### src/rtl/nibble_serial_adder.sv
// Multi-cycle WIDTH-bit adder: one 4-bit carry-lookahead slice reused per nibble,
// LSB nibble first, carry registered between nibbles.
module nibble_serial_adder #(
    parameter int WIDTH = 16
) (
    input  logic             clk,
    input  logic             rst_n,
    input  logic             start,
    output logic             ready,
    input  logic [WIDTH-1:0] a,
    input  logic [WIDTH-1:0] b,
    input  logic             cin,
    output logic             busy,
    output logic             done,
    output logic [WIDTH-1:0] sum,
    output logic             cout,
    output logic             ov
);

    localparam int NIB = WIDTH / 4;
    localparam int CW  = (NIB > 1) ? $clog2(NIB) : 1;
    localparam logic [CW-1:0] LAST = CW'(NIB - 1);

    localparam logic [1:0] S_IDLE = 2'd0;
    localparam logic [1:0] S_RUN  = 2'd1;
    localparam logic [1:0] S_DONE = 2'd2;

    logic [1:0]       state_q, state_d;
    logic [WIDTH-1:0] a_q, a_d;
    logic [WIDTH-1:0] b_q, b_d;
    logic             carry_q, carry_d;
    logic [CW-1:0]    cnt_q, cnt_d;
    logic [WIDTH-1:0] sum_q, sum_d;
    logic             cout_q, cout_d;
    logic             ov_q, ov_d;

    // Carry-lookahead slice on the low nibbles of the operand shift registers
    logic [3:0] sl_a, sl_b, sl_g, sl_p, sl_sum;
    logic [4:0] sl_c;
    logic       sl_cout, sl_ov;

    always_comb begin
        sl_a    = a_q[3:0];
        sl_b    = b_q[3:0];
        sl_g    = sl_a & sl_b;
        sl_p    = sl_a ^ sl_b;
        sl_c[0] = carry_q;
        sl_c[1] = sl_g[0] | (sl_p[0] & sl_c[0]);
        sl_c[2] = sl_g[1] | (sl_p[1] & sl_g[0]) | (sl_p[1] & sl_p[0] & sl_c[0]);
        sl_c[3] = sl_g[2] | (sl_p[2] & sl_g[1]) | (sl_p[2] & sl_p[1] & sl_g[0])
                | (sl_p[2] & sl_p[1] & sl_p[0] & sl_c[0]);
        sl_c[4] = sl_g[3] | (sl_p[3] & sl_g[2]) | (sl_p[3] & sl_p[2] & sl_g[1])
                | (sl_p[3] & sl_p[2] & sl_p[1] & sl_g[0])
                | (sl_p[3] & sl_p[2] & sl_p[1] & sl_p[0] & sl_c[0]);
        sl_sum  = sl_p ^ sl_c[3:0];
        sl_cout = sl_c[4];
        sl_ov   = sl_c[3] ^ sl_c[4];
    end

    always_comb begin
        state_d = state_q;
        a_d     = a_q;
        b_d     = b_q;
        carry_d = carry_q;
        cnt_d   = cnt_q;
        sum_d   = sum_q;
        cout_d  = cout_q;
        ov_d    = ov_q;
        case (state_q)
            S_IDLE, S_DONE: begin
                if (start) begin
                    a_d     = a;
                    b_d     = b;
                    carry_d = cin;
                    cnt_d   = '0;
                    state_d = S_RUN;
                end else begin
                    state_d = S_IDLE;
                end
            end
            S_RUN: begin
                sum_d   = {sl_sum, sum_q[WIDTH-1:4]};
                a_d     = a_q >> 4;
                b_d     = b_q >> 4;
                carry_d = sl_cout;
                cnt_d   = cnt_q + CW'(1);
                // Only the top nibble's carry/overflow describe the full word
                if (cnt_q == LAST) begin
                    cout_d  = sl_cout;
                    ov_d    = sl_ov;
                    cnt_d   = '0;
                    state_d = S_DONE;
                end
            end
            default: state_d = S_IDLE;
        endcase
    end

    always_ff @(posedge clk or negedge rst_n) begin
        if (!rst_n) begin
            state_q <= S_IDLE;
            a_q     <= '0;
            b_q     <= '0;
            carry_q <= 1'b0;
            cnt_q   <= '0;
            sum_q   <= '0;
            cout_q  <= 1'b0;
            ov_q    <= 1'b0;
        end else begin
            state_q <= state_d;
            a_q     <= a_d;
            b_q     <= b_d;
            carry_q <= carry_d;
            cnt_q   <= cnt_d;
            sum_q   <= sum_d;
            cout_q  <= cout_d;
            ov_q    <= ov_d;
        end
    end

    assign ready = (state_q == S_IDLE) || (state_q == S_DONE);
    assign busy  = (state_q == S_RUN);
    assign done  = (state_q == S_DONE);
    assign sum   = sum_q;
    assign cout  = cout_q;
    assign ov    = ov_q;

endmodule

### config.mk
export PLATFORM = sky130hd
export DESIGN_NAME = nibble_serial_adder
export DESIGN_NICKNAME = d
export VERILOG_FILES = /design/src/rtl/nibble_serial_adder.sv
export SDC_FILE = /design/constraint.sdc
export NUM_CORES = 1
export LEC_CHECK = 0
export ABC_AREA = 1
export CAP_MARGIN = 25
export CORE_MARGIN = 8
export CORE_UTILIZATION = 25
export CTS_BUF_LIST = sky130_fd_sc_hd__clkbuf_4 sky130_fd_sc_hd__clkbuf_8
export CTS_CLUSTER_SIZE = 30
export DETAILED_ROUTE_END_ITERATION = 16
export GPL_ROUTABILITY_DRIVEN = 0
export PLACE_DENSITY = 0.48
export REMOVE_ABC_BUFFERS = 1
export SLEW_MARGIN = 5
export SYNTH_ARGS = -nofsm -noshare
export SYNTH_HDL_FRONTEND = slang
export SYNTH_SLANG_ARGS = --single-unit
### constraint.sdc
create_clock -name clk -period 3.9 [get_ports clk]
set_input_delay 0.78 -clock clk [delete_from_list [all_inputs] [get_ports clk]]
set_output_delay 0.78 -clock clk [all_outputs]
set_load 0.02 [all_outputs]
==> flow_summary.json <==
{
  "outcome": "finished clean",
  "antenna_cells": 0,
  "postSynthAreaPerCell_um2": 9.321,
  "arrival_ns": 1.66,
  "fin_crit_sh_pct": 62.57,
  "start_util_pct": 25.18,
  "finalPower_w": 0.002882,
  "powerDensity_mw_per_mm2": 857.2,
  "worst_slew_pin_slew_ns": 0.7015,
  "r2r_start": "state_q[1]$_DFFE_PN0P_",
  "synth_area_mm2": 0.002694,
  "rsz0062_at_grt": "false",
  "max_slew_margin_pct": 53.24,
  "place_inst": 470,
  "layout_common_cells": "nand2_1, dfrtp_1, clkdlybuf4s50_1, inv_1, o21ai_0",
  "firstDrtPassIters": 4,
  "ios": 57,
  "clkLatencyLatePin_ns": 0.31,
  "hpwl_um": 4196,
  "grt_first_pass_wirelength_um": 10230,
  "crit_type": "flip-flop to primary output",
  "ant_nets": 0,
  "cts_resized": 0,
  "setup_viol": 0,
  "die_w_um": 119.8,
  "synth_top_area_share_pct": 51.09,
  "cp.required_ns": 3.12,
  "timing.hold.ws_ns": 0.4846,
  "ys_types": 30,
  "finalWirelength_um": 6002,
  "ys_seq_area_share_pct": 51.09,
  "wl_per_cell_um": 12.61,
  "gr-usage-all-layers_pct": 8.812,
  "h-tree-depth": 2,
  "cts_sinks": 55,
  "path_clk_slew_ns": 0.09,
  "grt_pass1_vias": 2085,
  "gr-total-overflow": 0,
  "setup_tns_ns": 0,
  "core_region_area_mm2": 0.01070,
  "cp-start-kind": "flip-flop",
  "area_delta_synth_final_pct": 24.80,
  "cts_tree": "yes",
  "cp-end-kind": "primary output",
  "ys_seq_elements": 55,
  "cap_violations": 0,
  "numPortBuffers": 56,
  "grt_max_degree": 66,
  "slew_viol_final": 0,
  "reg2reg_to": "a_q[6]$_DFFE_PN0P_",
  "drive_gt1_share_pct": 8.036,
  "yosysTopAreaCell": "dfrtp_1",
  "cts_buffers": 5,
  "yosysWarningCount": 0,
  "final.setup_skew_ns": 0.006415,
  "reg2reg_slack_ns": 2.09,
  "static-leakage-power_nw": 1.495,
  "peakVddDrop_v": 0.0005593,
  "period_minus_slack_ns": 2.440,
  "drcViolationCount": 0,
  "die_y_um": 119.8,
  "hold_viol_final": 0,
  "viasPerCell": 4.261,
  "synth_cells": 289,
  "worstRegToRegCells": 7,
  "nets": 379,
  "num_rows": 38,
  "die_area_mm2": 0.01435,
  "ys_top_cells_by_area": "dfrtp_1, nand2_1, inv_1",
  "cts_max_path_buffers": 2,
  "min_path_type": "primary input to async pin",
  "first_iter_violations": 91,
  "cts_root_buffer": "clkbuf_8",
  "fin_cells": 476,
  "antenna_found_initial": 0,
  "max_freq_ghz": 0.4098,
  "final_common_cell": "nand2_1",
  "cp_max_fo": 21,
  "cts.hold.buffers_added": 0,
  "via_count": 2028,
  "cts_setup_buffers": 0
}
[Yosys cell counts (all sizes together)]
cell type	number
o21ai	40
dfrtp	55
o22ai	1
fa	1
a21oi	2
nor3	6
o211ai	19
ha	5
a22o	1
clkbuf	1
nand3	17
a211oi	6
nand2	60
inv	43
nor2	13
nand4	1
buf	16
or2	1
xor2	1
[layer usage]
metal / vias up / global-route usage (%) / share of wire (%)
met4: 0 / 3.044 / 1.3
met2: 59 / 13.90 / 43
met1: 921 / 11.05 / 49
li1: 1040 / - / -
met3: 8 / 2.959 / 6.7
met5: - / 0 / 0
[stage by stage]
stage	setup slack [ns]	cell area [um2]	utilization (%)
final	1.460	3362	31.43
after CTS	1.423	3362	31.43
after detailed placement	1.425	3286	30.71
after global routing	1.341	3362	31.43
after floorplan	1.854	2540	-
after global placement	1.499	3286	30.71
[sequential cells by signal, indices dropped and copies added (netlist names)]
| register | cells |
|---|---|
| state_q | 2 |
| cout | 1 |
| ov | 1 |
| cnt_q | 2 |
| carry_q | 1 |
| a_q | 16 |
| sum | 16 |
| b_q | 16 |
[power breakdown]
part | switching (W) | internal (W)
Clock | 0.000173 | 0.000127
Combinational | 0.000982 | 0.000634
Sequential | 0.000118 | 0.000847
[cell families after synthesis]
kind of cell	Yosys count	share of synthesized area, %
compound gates	69	17.37
xor+xnor	1	0.3252
fa+ha+maj	6	3.066
buf+inv	60	11.70
flops	55	51.09
simple gates	98	16.44
[how the worst max path moves through the flow]
| stage | depth (start not counted) | endpoint | startpoint | slack (ns) |
|---|---|---|---|---|
| 2_1_floorplan | 3 | busy | state_q[1]$_DFFE_PN0P_ | 1.85 |
| 3_3_place_gp | 5 | cnt_q[1]$_DFFE_PN0P_ | start | 1.50 |
| 3_5_place_dp | 5 | cnt_q[1]$_DFFE_PN0P_ | start | 1.43 |
| 4_1_cts | 4 | busy | state_q[1]$_DFFE_PN0P_ | 1.42 |
| 5_1_grt | 4 | busy | state_q[1]$_DFFE_PN0P_ | 1.34 |
| 6_report | 4 | busy | state_q[1]$_DFFE_PN0P_ | 1.46 |
[critical path: stages (launching register included)]
cell	delay [ns]
dfrtp_1	0.37
inv_1	0.10
nand2_4	0.18
inv_2	0.10
clkdlybuf4s50_1	0.60
[final cells by class]
| cell class | count | area, um2 |
|---|---|---|
| inverter | 43 | 161.4 |
| timing repair buffer | 58 | 570.5 |
| clock buffer | 6 | 76.32 |
| fill | 1155 | 7336 |
| sequential | 55 | 1376 |
| multi-input combinational | 174 | 1002 |
| tap | 140 | 175.2 |
No activity file was read; power rests on OpenSTA's default activity.
